File: src/rtl/uart_rx_if.sv
// Receive-side byte handshake between uart_rx and its consumer.
// master = uart_rx (drives byte + valid), slave = consumer (drives ready).
interface uart_rx_if;
  logic [7:0] rx_data;
  logic       rx_valid;
  logic       rx_ready;

  modport master (output rx_data, output rx_valid, input rx_ready);
  modport slave  (input rx_data, input rx_valid, output rx_ready);
endinterface

File: src/rtl/uart_rx.sv
// 8N1 UART receiver with mid-bit sampling and a one-entry valid/ready holding register.
// Define UART_RX_PARITY_EN for 8E1 framing with a parity_err pulse output.
module uart_rx #(
  parameter int CLKS_PER_BIT = 434,
  parameter int CNT_W        = 16
) (
  input  logic       clk,
  input  logic       rst,
  input  logic       uart_in,
  uart_rx_if.master  rx,
  output logic       busy,
  output logic       frame_err,
  output logic       overrun,
  input  logic       overrun_clr
`ifdef UART_RX_PARITY_EN
  ,
  output logic       parity_err
`endif
);

  localparam logic [CNT_W-1:0] HALF_M1 = CNT_W'(CLKS_PER_BIT / 2 - 1);
  localparam logic [CNT_W-1:0] FULL_M1 = CNT_W'(CLKS_PER_BIT - 1);

  typedef enum logic [2:0] {
    IDLE      = 3'd0,
    START     = 3'd1,
    DATA      = 3'd2,
    STOP      = 3'd3,
    WAIT_IDLE = 3'd4
`ifdef UART_RX_PARITY_EN
    ,
    PARITY    = 3'd5
`endif
  } state_e;

  state_e           state_q, state_d;
  logic [CNT_W-1:0] cnt_q, cnt_d;
  logic [2:0]       bit_idx_q, bit_idx_d;
  logic [7:0]       shift_q, shift_d;
  logic             sync1_q, s_in_q, s_prev_q;
  logic             done_q, done_d;
  logic             ferr_q, ferr_d;
  logic [7:0]       data_q, data_d;
  logic             valid_q, valid_d;
  logic             overrun_q, overrun_d;
  logic             ovr_set;
`ifdef UART_RX_PARITY_EN
  logic             perr_q, perr_d;
  logic             par_bad_q, par_bad_d;
`endif

  // State register plus all datapath flops; synchronizer resets to line-idle.
  always_ff @(posedge clk) begin
    if (rst) begin
      state_q   <= IDLE;
      cnt_q     <= '0;
      bit_idx_q <= '0;
      shift_q   <= '0;
      sync1_q   <= 1'b1;
      s_in_q    <= 1'b1;
      s_prev_q  <= 1'b1;
      done_q    <= 1'b0;
      ferr_q    <= 1'b0;
      data_q    <= '0;
      valid_q   <= 1'b0;
      overrun_q <= 1'b0;
`ifdef UART_RX_PARITY_EN
      perr_q    <= 1'b0;
      par_bad_q <= 1'b0;
`endif
    end else begin
      state_q   <= state_d;
      cnt_q     <= cnt_d;
      bit_idx_q <= bit_idx_d;
      shift_q   <= shift_d;
      sync1_q   <= uart_in;
      s_in_q    <= sync1_q;
      s_prev_q  <= s_in_q;
      done_q    <= done_d;
      ferr_q    <= ferr_d;
      data_q    <= data_d;
      valid_q   <= valid_d;
      overrun_q <= overrun_d;
`ifdef UART_RX_PARITY_EN
      perr_q    <= perr_d;
      par_bad_q <= par_bad_d;
`endif
    end
  end

  // Next-state and frame datapath
  always_comb begin
    state_d   = state_q;
    cnt_d     = cnt_q;
    bit_idx_d = bit_idx_q;
    shift_d   = shift_q;
    done_d    = 1'b0;
    ferr_d    = 1'b0;
`ifdef UART_RX_PARITY_EN
    perr_d    = 1'b0;
    par_bad_d = par_bad_q;
`endif
    case (state_q)
      IDLE: begin
        if (s_prev_q && !s_in_q) begin
          state_d = START;
          cnt_d   = '0;
        end
      end
      START: begin
        if (cnt_q == HALF_M1) begin
          cnt_d     = '0;
          bit_idx_d = '0;
          state_d   = s_in_q ? IDLE : DATA;
        end else begin
          cnt_d = cnt_q + CNT_W'(1);
        end
      end
      DATA: begin
        if (cnt_q == FULL_M1) begin
          cnt_d     = '0;
          shift_d   = {s_in_q, shift_q[7:1]};
          bit_idx_d = bit_idx_q + 3'd1;
          if (bit_idx_q == 3'd7) begin
`ifdef UART_RX_PARITY_EN
            state_d = PARITY;
`else
            state_d = STOP;
`endif
          end
        end else begin
          cnt_d = cnt_q + CNT_W'(1);
        end
      end
`ifdef UART_RX_PARITY_EN
      PARITY: begin
        if (cnt_q == FULL_M1) begin
          cnt_d     = '0;
          perr_d    = (^shift_q) ^ s_in_q;
          par_bad_d = (^shift_q) ^ s_in_q;
          state_d   = STOP;
        end else begin
          cnt_d = cnt_q + CNT_W'(1);
        end
      end
`endif
      STOP: begin
        if (cnt_q == FULL_M1) begin
          cnt_d = '0;
          if (s_in_q) begin
`ifdef UART_RX_PARITY_EN
            done_d = !par_bad_q;
`else
            done_d = 1'b1;
`endif
            state_d = IDLE;
          end else begin
            ferr_d  = 1'b1;
            state_d = WAIT_IDLE;
          end
        end else begin
          cnt_d = cnt_q + CNT_W'(1);
        end
      end
      WAIT_IDLE: begin
        if (s_in_q) state_d = IDLE;
      end
      default: state_d = IDLE;
    endcase
  end

  // Holding register: a completed byte may replace one consumed in the same cycle.
  always_comb begin
    data_d  = data_q;
    valid_d = valid_q;
    ovr_set = 1'b0;
    if (valid_q && rx.rx_ready) valid_d = 1'b0;
    if (done_q) begin
      if (!valid_q || rx.rx_ready) begin
        data_d  = shift_q;
        valid_d = 1'b1;
      end else begin
        ovr_set = 1'b1;
      end
    end
    if (ovr_set)          overrun_d = 1'b1;
    else if (overrun_clr) overrun_d = 1'b0;
    else                  overrun_d = overrun_q;
  end

  // Outputs
  always_comb begin
    busy        = (state_q != IDLE);
    frame_err   = ferr_q;
    overrun     = overrun_q;
    rx.rx_data  = data_q;
    rx.rx_valid = valid_q;
`ifdef UART_RX_PARITY_EN
    parity_err  = perr_q;
`endif
  end

endmodule
File: src/flat_wrapper.sv
// flat-port wrapper written by rule: the top's interface ports become plain ports
module uart_rx_flat 
#(
  parameter int CLKS_PER_BIT = 434,
  parameter int CNT_W        = 16
)
  (clk, rst, uart_in, busy, frame_err, overrun, overrun_clr, rx_rx_data, rx_rx_valid, rx_rx_ready);
  uart_rx_if rx_i ();
  input  logic clk;
  input  logic rst;
  input  logic uart_in;
  output logic busy;
  output logic frame_err;
  output logic overrun;
  input  logic overrun_clr;
  output wire logic [$bits(rx_i.rx_data)-1:0] rx_rx_data;
  output wire logic [$bits(rx_i.rx_valid)-1:0] rx_rx_valid;
  input wire logic [$bits(rx_i.rx_ready)-1:0] rx_rx_ready;
  assign rx_rx_data = rx_i.rx_data;
  assign rx_rx_valid = rx_i.rx_valid;
  assign rx_i.rx_ready = rx_rx_ready;
  uart_rx #(.CLKS_PER_BIT(CLKS_PER_BIT), .CNT_W(CNT_W)) u_core (.clk(clk), .rst(rst), .uart_in(uart_in), .rx(rx_i), .busy(busy), .frame_err(frame_err), .overrun(overrun), .overrun_clr(overrun_clr));
endmodule
File: config.mk
export PLATFORM = sky130hd
export DESIGN_NAME = uart_rx_flat
export DESIGN_NICKNAME = d
export VERILOG_FILES = /design/src/rtl/uart_rx_if.sv /design/src/rtl/uart_rx.sv /design/src/flat_wrapper.sv
export SDC_FILE = /design/constraint.sdc
export NUM_CORES = 1
export LEC_CHECK = 0
export BUFFER_PORTS_ARGS = -buffer_cell sky130_fd_sc_hd__buf_2
export CAP_MARGIN = 20
export CORE_MARGIN = 5
export CORE_UTILIZATION = 35
export CTS_CLUSTER_SIZE = 20
export DETAILED_ROUTE_END_ITERATION = 16
export PLACE_DENSITY = 0.59
export SLEW_MARGIN = 20
export SYNTH_ARGS = -nofsm -noshare
export SYNTH_HDL_FRONTEND = slang
export SYNTH_SLANG_ARGS = --single-unit
export TNS_END_PERCENT = 20
File: constraint.sdc
create_clock -name clk -period 2.09 [get_ports clk]
set_input_delay 0.3135 -clock clk [delete_from_list [all_inputs] [get_ports clk]]
set_output_delay 0.3135 -clock clk [all_outputs]
set_load 0.01 [all_outputs]
# Yosys cells after proc, flatten, opt, wreduce, memory -nomap -nowiden
# Cells that the tools add are included.
dict set report classes {
  bitwise 2
  addsub 2
  muxes 25
  eq_ne 13
  n_reduce_logical 17
}
# op count
set op_table {}
lappend op_table {{$mux W16} 3}
lappend op_table {{$pmux W16 S3} 1}
lappend op_table {{$mux W3} 9}
lappend op_table {{$add A16 B1 Y16 const B} 1}
lappend op_table {{$eq A16 B8 Y1 const B} 1}
lappend op_table {{$eq A16 B9 Y1 const B} 1}
lappend op_table {{$pmux W3 S5} 1}
lappend op_table {{$ne A2 B1 Y1 const B} 6}
lappend op_table {{$mux W1} 9}
lappend op_table {{$eq A3 B2 Y1 const B} 2}
lappend op_table {{$eq A3 B3 Y1 const B} 2}
lappend op_table {{$pmux W3 S2} 1}
lappend op_table {{$reduce_and A2 Y1} 3}
lappend op_table {{$reduce_and A6 Y1} 1}
lappend op_table {{$reduce_bool A3 Y1} 2}
lappend op_table {{$reduce_bool A2 Y1} 2}
lappend op_table {{$add A3 B1 Y3 const B} 1}
lappend op_table {{$eq A3 B1 Y1 const B} 1}
lappend op_table {{$logic_not A3 Y1} 1}
lappend op_table {{$reduce_and A3 Y1} 1}
lappend op_table {{$reduce_or A3 Y1} 1}
lappend op_table {{$logic_and A1 B1 Y1} 2}
lappend op_table {{$logic_not A1 Y1} 2}
lappend op_table {{$mux W2} 1}
lappend op_table {{other kinds (3)} 4}
dict set report totals {
  output_inout_bits 12
  word_cells 71
  reg_bits 45
}

# Depth between registers and ports, before layout
# Gate-level depths: netlist of the first run.
dict set report logic_depth {
  ltp_word 5
  depth_mapped 8
  ltp_nobuf 7
}

# Least setup slack after synthesis of the first run
# Ideal clock, no wire load.
dict set report synth_path {
  kind {register to register}
  start {register u_core.cnt_q[0]}
  end {register u_core.cnt_q[0]}
  path_slack_ps 170
  required_time_ps 1968
  t_arrival_ps 1798
  path_buffers 1
  stages_incl_launch_ff 8
  cell_sequence {dfxtp_1 -> ha_1 -> nor4bb_1 -> nand4_2 -> a22o_1 -> buf_2 -> o21bai_4 -> nor2_1}
}
dict set report synth_via {
  elab_chain_cells 3
}
# element line_no
set synth_lines {}
lappend synth_lines {{start: declaration} uart_rx.sv:37} ;# logic [CNT_W-1:0] cnt_q, cnt_d;
lappend synth_lines {{start signal: assignment} uart_rx.sv:73} ;# cnt_q <= cnt_d;
lappend synth_lines {{$add A16 B1 Y16, or another cell as far along} {uart_rx.sv:116, uart_rx.sv:132, uart_rx.sv:162}}
lappend synth_lines {{$mux W16 (on tied branches)} {uart_rx.sv:120, uart_rx.sv:148, uart_rx.sv:111}}
lappend synth_lines {{$pmux W16 S3 *} uart_rx.sv:103} ;# case (state_q)
# Mark *: on every way between the ends. The rest lies on a longest branch, timed or not.
# A chain may end at the register's enable or synchronous reset.

# Final worst setup path of the first run
dict set report layout_path {
  start {register u_core.cnt_q[0]}
  end {register u_core.state_q[2]}
}
dict set report layout_via {
  elab_chain_cells 3
}
# element line_no
set layout_lines {}
lappend layout_lines {{$eq A16 B9 Y1 / $eq A16 B8 Y1 (equally long branches)} {uart_rx.sv:120, uart_rx.sv:148, uart_rx.sv:111}}
lappend layout_lines {{$ne A2 B1 Y1 (no source line)} n/a}
lappend layout_lines {{$reduce_and A6 Y1 (no source line) *} n/a}
lappend layout_lines {{end signal: assignment} uart_rx.sv:72} ;# state_q <= state_d;
lappend layout_lines {{end: declaration} uart_rx.sv:36} ;# state_e state_q, state_d;
# Marked as above.

==> results.sh, run 1 <==
export IMPL_run_status="completed"
export IMPL_synth_edf_count=0
export IMPL_finalPower_mw=1.55
export IMPL_grt_max_degree=25
export IMPL_htreeDepth=2
export IMPL_crit_end="u_core.state_q[2]"
export IMPL_seq_area_frac_synth=0.426
export IMPL_place_worst_setup_slack_ns=0.0491
export IMPL_r2r_end="u_core.state_q[2]"
export IMPL_track_usage=0.118
export IMPL_cts_tree="done"
export IMPL_critical_path_class="flop to flop"
export IMPL_power_switching_mw=0.401
export IMPL_wl_um=4350
export IMPL_r2r_cells=6
export IMPL_synth_compound_area_frac=0.0811
export IMPL_p_comb_frac=0.059
export IMPL_synthAdderAreaFrac=0.0296
export IMPL_grt_pass1_wl_um=7200
export IMPL_coreArea_um2=5890
export IMPL_layout_nets=263
export IMPL_synth_xor_area_share=0.0373
export IMPL_antenna_cells=0
export IMPL_hold_violations=0
export IMPL_slew_viol_final=0
export IMPL_hold_path_class="input pin to flop"
export IMPL_slew_headroom=0.664
export IMPL_finalWorstSetupSlack_ns=0.0614
export IMPL_hold_slack_ns=0.183
export IMPL_max_freq_mhz=493
export IMPL_drv_cap=0
export IMPL_crit_buf_inv=0
export IMPL_postCtsSetupBuffers=0
export IMPL_cp_arrival_ns=2.27
export IMPL_regArea_um2=901
export IMPL_ys_warn_count=0
export IMPL_hpwlAfterDp_um=2970
export IMPL_fp_dieW_um=87.7
export IMPL_yosys_most_used_dff="dfxtp_1"
export IMPL_crit_chain="ha_1, nor4bb_2, nand4_2, a22o_4, or4_1, a21oi_1"
export IMPL_syn_area_per_cell_um2=9.19
export IMPL_r2r_setup_slack_ns=0.06
export IMPL_syn_nets=240
export IMPL_async_reset_ff_frac=0
export IMPL_first_global_vias=1552
export IMPL_wl_per_cell_um=13.2
export IMPL_finalClockSkew_ns=0.00836
export IMPL_crit_slowest_cell="or4_1"
export IMPL_root_buffer="clkbuf_8"
export IMPL_worstHoldStart="uart_in"
export IMPL_switching_share=0.258
export IMPL_rows=28
export IMPL_multi_input_area_um2=1170
export IMPL_cts_hold_buf=0
export IMPL_cp_num_cells=6
export IMPL_antenna_left=0
export IMPL_insertion_delay_ns=0.30
export IMPL_ys_ff_latch=45
export IMPL_firstDrtPassIters=4
export IMPL_end_kind="flop"
export IMPL_setup_viol=0
export IMPL_initial_core_util=0.359
export IMPL_clkTransAtPathRegs_ns=0.10
export IMPL_final_core_util=0.415
export IMPL_critPathMaxStageDelay_ns=0.42
export IMPL_synth_top_family_by_area="simple AND/OR/NAND/NOR gates"
export IMPL_synth_simple_area_share=0.306
export IMPL_irDropWorstVdd_mv=0.242
export IMPL_tightest_slew_ns=0.504
export IMPL_pin_count=17
export IMPL_p_leak_nw=0.982
export IMPL_dr_total_vias=1683
export IMPL_areaGrowthSynthToFinish_pct=15.5
export IMPL_clock_sinks=45
export IMPL_die_h_um=87.7
export IMPL_drc=0
export IMPL_cp_top_family="simple AND/OR/NAND/NOR gates"
export IMPL_ctsResizeCount=0
export IMPL_yosys_cell_types_count=40
export IMPL_cts_max_path_buffers=2
export IMPL_syn_cell_area_um2=2110
export IMPL_powerDensity_nw_per_um2=636
export IMPL_syn_instance_count=230
export IMPL_drive_gt1_frac=0.197
export IMPL_worstSetupStartpointType="flop"
export IMPL_power_frac_seq=0.559
export IMPL_detail_route_iter0_violations=85
export IMPL_fin_tns_setup_ns=0
export IMPL_gp_congestion=0.764
export IMPL_crit_required_ns=2.33
export IMPL_num_fill_cells=604
export IMPL_path_max_fanout=9
export IMPL_io_buffers=16
export IMPL_worstReg2RegStart="u_core.cnt_q[0]"
export IMPL_vias_per_cell=5.12
export IMPL_p_clk_frac=0.382
export IMPL_antenna_found_initial=0
export IMPL_finalCriticalPeriod_ns=2.03
export IMPL_p_int_mw=1.15
export IMPL_grt_ovfl_total=0
export IMPL_die_area_um2=7690
export IMPL_synth_area_mux_share=0.0853
export IMPL_cts_made_buffers=5
export IMPL_post_route_period_util=0.971
export IMPL_cp_startpoint="u_core.cnt_q[0]"
[power groups by stage]
stage,Combinational [mW],Clock (mW),Sequential (mW)
finish,0.0924,0.593,0.867
global route,0.102,0.643,0.869
CTS,0.0857,0.614,0.867
detailed placement,0.0855,0,0.887
global placement,0.0857,0,0.887
floorplan,0.0572,0,0.887
[metrics by stage]
step	cell area [um^2]	std cells
4_1_cts	2410	328
6_report	2440	329
2_1_floorplan	2110	230
3_3_place_gp	2320	320
5_1_grt	2440	329
3_5_place_dp	2320	320
[Yosys cell counts, types with 2 or more instances]
library cell,count,area [um^2]
a31oi_1,6,37.5
nor4bb_1,2,20.0
nor3_1,4,20.0
nand4_1,6,37.5
ha_1,5,62.6
and4_1,6,52.6
nor2b_1,3,18.8
xor2_1,5,43.8
clkbuf_1,8,30.0
a21oi_1,6,30.0
or2_2,3,18.8
xnor2_1,4,35.0
nand3_1,9,45.0
buf_2,4,20.0
nor4b_1,4,35.0
and3_1,5,31.3
o21ai_0,4,20.0
nand2_1,15,56.3
dfxtp_1,45,901
or3b_2,3,26.3
nor2_1,38,143
a22oi_1,4,30.0
inv_1,3,11.3
mux2i_1,18,180
nand2b_1,4,25.0
nor4_4,2,42.5
[cell type report]
type                       count  share of cell area
clock buffer                   5              0.0282
timing repair buffer          28              0.0697
multi-input combinational    170               0.478
sequential                    45               0.369
inverter                       3             0.00462
clock inverter                 3              0.0118
tap                           75              0.0385
[state kept, by name, indices dropped and copies added (netlist names)]
| name | cells |
|---|---|
| u_core.frame_err | 1 |
| u_core.done_q | 1 |
| u_core.rx.rx_data | 8 |
| u_core.sync1_q | 1 |
| u_core.bit_idx_q | 3 |
| u_core.s_prev_q | 1 |
| u_core.state_q | 3 |
| u_core.overrun | 1 |
| u_core.shift_q | 8 |
| u_core.cnt_q | 16 |
| u_core.rx.rx_valid | 1 |
| u_core.s_in_q | 1 |
[cell usage in the layout, fill, tap and decap left out, types with 2 or more instances in the layout]
cell | netlist | routed
a21oi_1 | 6 | 6
a22oi_1 | 4 | 4
a31oi_1 | 6 | 6
and3_1 | 5 | 5
and4_1 | 6 | 6
buf_2 | 4 | 16
buf_4 | 0 | 12
clkbuf_8 | 0 | 5
dfxtp_1 | 45 | 45
ha_1 | 5 | 5
inv_1 | 3 | 3
inv_6 | 0 | 2
mux2i_1 | 18 | 18
nand2_1 | 15 | 15
nand2b_1 | 4 | 4
nand3_1 | 9 | 9
nand4_1 | 6 | 6
nor2_1 | 38 | 38
nor2b_1 | 3 | 3
nor3_1 | 4 | 4
nor4_4 | 2 | 2
nor4b_1 | 4 | 4
o21ai_0 | 4 | 4
or2_2 | 3 | 3
or3b_2 | 3 | 3
xnor2_1 | 4 | 4
xor2_1 | 5 | 5
[layer usage]
metal / track usage / vias up / share of wire / wire length (um)
li1: - / 866 / - / -
met1: 0.150 / 783 / 0.48 / 2090
met2: 0.193 / 28 / 0.48 / 2090
met3: 0.0263 / 6 / 0.024 / 103
met4: 0.0460 / 0 / 0.015 / 66
met5: 0 / - / 0 / 0
[how the worst min path moves through the flow]
stage          slack, ns             end  cells past startpoint
2_1_floorplan       0.39   u_core.s_in_q                      1
3_3_place_gp        0.39   u_core.s_in_q                      1
3_5_place_dp        0.39   u_core.s_in_q                      1
4_1_cts             0.17  u_core.sync1_q                      2
5_1_grt             0.18  u_core.sync1_q                      2
6_report            0.18  u_core.sync1_q                      2
[worst register-to-register path, delay by kind of cell, from the launching register on]
family,cells,cell delay [ns]
AOI/OAI and AO/OA,2,0.48
DFF,1,0.38
and+or+nand+nor,3,0.94
adders and majority gates,1,0.18
[logic make-up (layout without fill, tap and decap cells)]
| family | Yosys count | in the layout |
|---|---|---|
| muxes | 18 | 18 |
| adders and majority gates | 5 | 5 |
| xor gates and xnor gates | 9 | 9 |
| buffers and inverters | 16 | 39 |
| and+or+nand+nor | 112 | 112 |
| DFF | 45 | 45 |
| AOI/OAI and AO/OA | 25 | 26 |
Note: power is estimated with default switching activity, not from simulation.
==> run 2, diff against run 1 <==
==> constraint.sdc (replaced) <==
create_clock -name clk -period 2.43 [get_ports clk]
set_input_delay 0.3645 -clock clk [delete_from_list [all_inputs] [get_ports clk]]
set_output_delay 0.3645 -clock clk [all_outputs]
set_load 0.01 [all_outputs]
==> run 2 against run 1 <==
  * Sequential power down 13%
  * Clock skew down 0.0014 ns
  * Die area unchanged
  * Register-to-register slack better by 0.19 ns
  * Critical path type unchanged
  * Total power down 17%
  * Via count down 3.1%
  * Maximum frequency down 7.1%
  * Final cell count down 3.3%
  * Non-clock buffer count down 10
  * Core utilization down 1.8 points
  * Routed wire length down 6.3%
==> results.sh, run 2 (synthesis gave the netlist of run 1 again) <==
export IMPL_run_status="completed"
export IMPL_powerDensity_nw_per_um2=555
export IMPL_irDropWorstVdd_mv=0.199
export IMPL_finalClockSkew_ns=0.00691
export IMPL_cp_arrival_ns=2.37
export IMPL_hold_violations=0
export IMPL_io_buffers=16
export IMPL_vias_per_cell=5.13
export IMPL_die_area_um2=7690
export IMPL_areaGrowthSynthToFinish_pct=10.5
export IMPL_dpl_cell_count=310
export IMPL_detail_route_iter0_violations=79
export IMPL_wl_um=4080
export IMPL_insertion_delay_ns=0.30
export IMPL_drc=0
export IMPL_fin_tns_setup_ns=0
export IMPL_max_freq_mhz=458
export IMPL_antenna_found_initial=0
export IMPL_grt_pass1_wl_um=7380
export IMPL_root_buffer="clkbuf_8"
export IMPL_critical_path_class="flop to flop"
export IMPL_slew_viol_final=0
export IMPL_clock_sinks=45
export IMPL_crit_required_ns=2.61
export IMPL_htreeDepth=2
export IMPL_post_route_period_util=0.898
export IMPL_final_cell_mix="dfxtp_1 (45), nor2_1 (38), mux2i_1 (18)"
export IMPL_fin_cells=318
export IMPL_drv_cap=0
export IMPL_antenna_cells=0
export IMPL_top_register="u_core.cnt_q"
export IMPL_fp_dieW_um=87.7
export IMPL_grt_ovfl_total=0
export IMPL_drive_gt1_frac=0.152
export IMPL_antenna_left=0
export IMPL_cts_max_path_buffers=2
export IMPL_cts_tree="done"
export IMPL_end_kind="flop"
export IMPL_postCtsSetupBuffers=0
export IMPL_hold_path_class="input pin to flop"
export IMPL_finalPower_mw=1.30
export IMPL_firstDrtPassIters=4
export IMPL_slew_headroom=0.529
export IMPL_first_global_vias=1584
export IMPL_final_common_cell="dfxtp_1"
export IMPL_pin_count=17
export IMPL_grt_max_degree=39
export IMPL_gp_congestion=0.713
export IMPL_clkTransAtPathRegs_ns=0.09
export IMPL_dr_total_vias=1631
export IMPL_tightest_slew_ns=0.707
export IMPL_wl_per_cell_um=12.8
export IMPL_coreArea_um2=5890
export IMPL_setup_viol=0
export IMPL_hpwlAfterDp_um=2830
export IMPL_worstSetupStartpointType="flop"
export IMPL_grt_setup_unrepaired="false"
export IMPL_layout_nets=252
export IMPL_final_core_util=0.397
export IMPL_rows=28
export IMPL_finalCriticalPeriod_ns=2.18
export IMPL_largest_reg_flops=16
export IMPL_cts_made_buffers=5
export IMPL_track_usage=0.119
export IMPL_ctsResizeCount=0
export IMPL_initial_core_util=0.359
export IMPL_path_max_fanout=10
export IMPL_die_h_um=87.7
export IMPL_cts_hold_buf=0
export IMPL_p_leak_nw=0.915
## run 2: final timing paths
path	startpoint	to	slack (ns)	cells past startpoint
max reg2reg	u_core.cnt_q[0]	u_core.cnt_q[2]	0.25	7
min reg2reg	u_core.sync1_q	u_core.s_in_q	0.43	1
max	u_core.cnt_q[0]	u_core.cnt_q[2]	0.25	7
min	uart_in	u_core.sync1_q	0.23	2
## run 2: area by class of cell
class / instances / area, um^2
Clock buffer: 5 / 68.8
Clock inverter: 3 / 25.0
Fill cell: 616 / 3550
Inverter: 3 / 11.3
Multi-Input combinational cell: 169 / 1140
Sequential cell: 45 / 901
Tap cell: 75 / 93.8
Timing Repair Buffer: 18 / 95.1
## run 2: worst max-delay path: stages, from the launching register on
cell and delay [ns]:
dfxtp_1 0.44, ha_1 0.19, nor4bb_1 0.33, nand4_2 0.19, a22o_1 0.36, buf_4 0.20, o21bai_4 0.27, nor2_1 0.09
## run 2: stage by stage
stage               worst slack [ns]  hold slack, ns  instance area [um^2]
finish                         0.247           0.235                  2330
global route                  0.0506           0.238                  2330
CTS                            0.246           0.228                  2330
detailed placement             0.260           0.397                  2240
global placement               0.307           0.392                  2240
floorplan                      0.510           0.389                  2110
## run 2: per-layer routing
layer  vias up  track usage  wire length (um)  share of wire
met2        17        0.189              1950           0.48
li1        839            -                 -              -
met1       769        0.161              1980           0.48
met5         -            0                 0              0
met3         6       0.0254                79          0.019
met4         0       0.0418                68          0.017
## run 2: power by group
part | internal [mW] | switching (mW)
registers | 0.742 | 0.00771
logic | 0.0240 | 0.0413
clock network | 0.208 | 0.273
total | 0.974 | 0.322
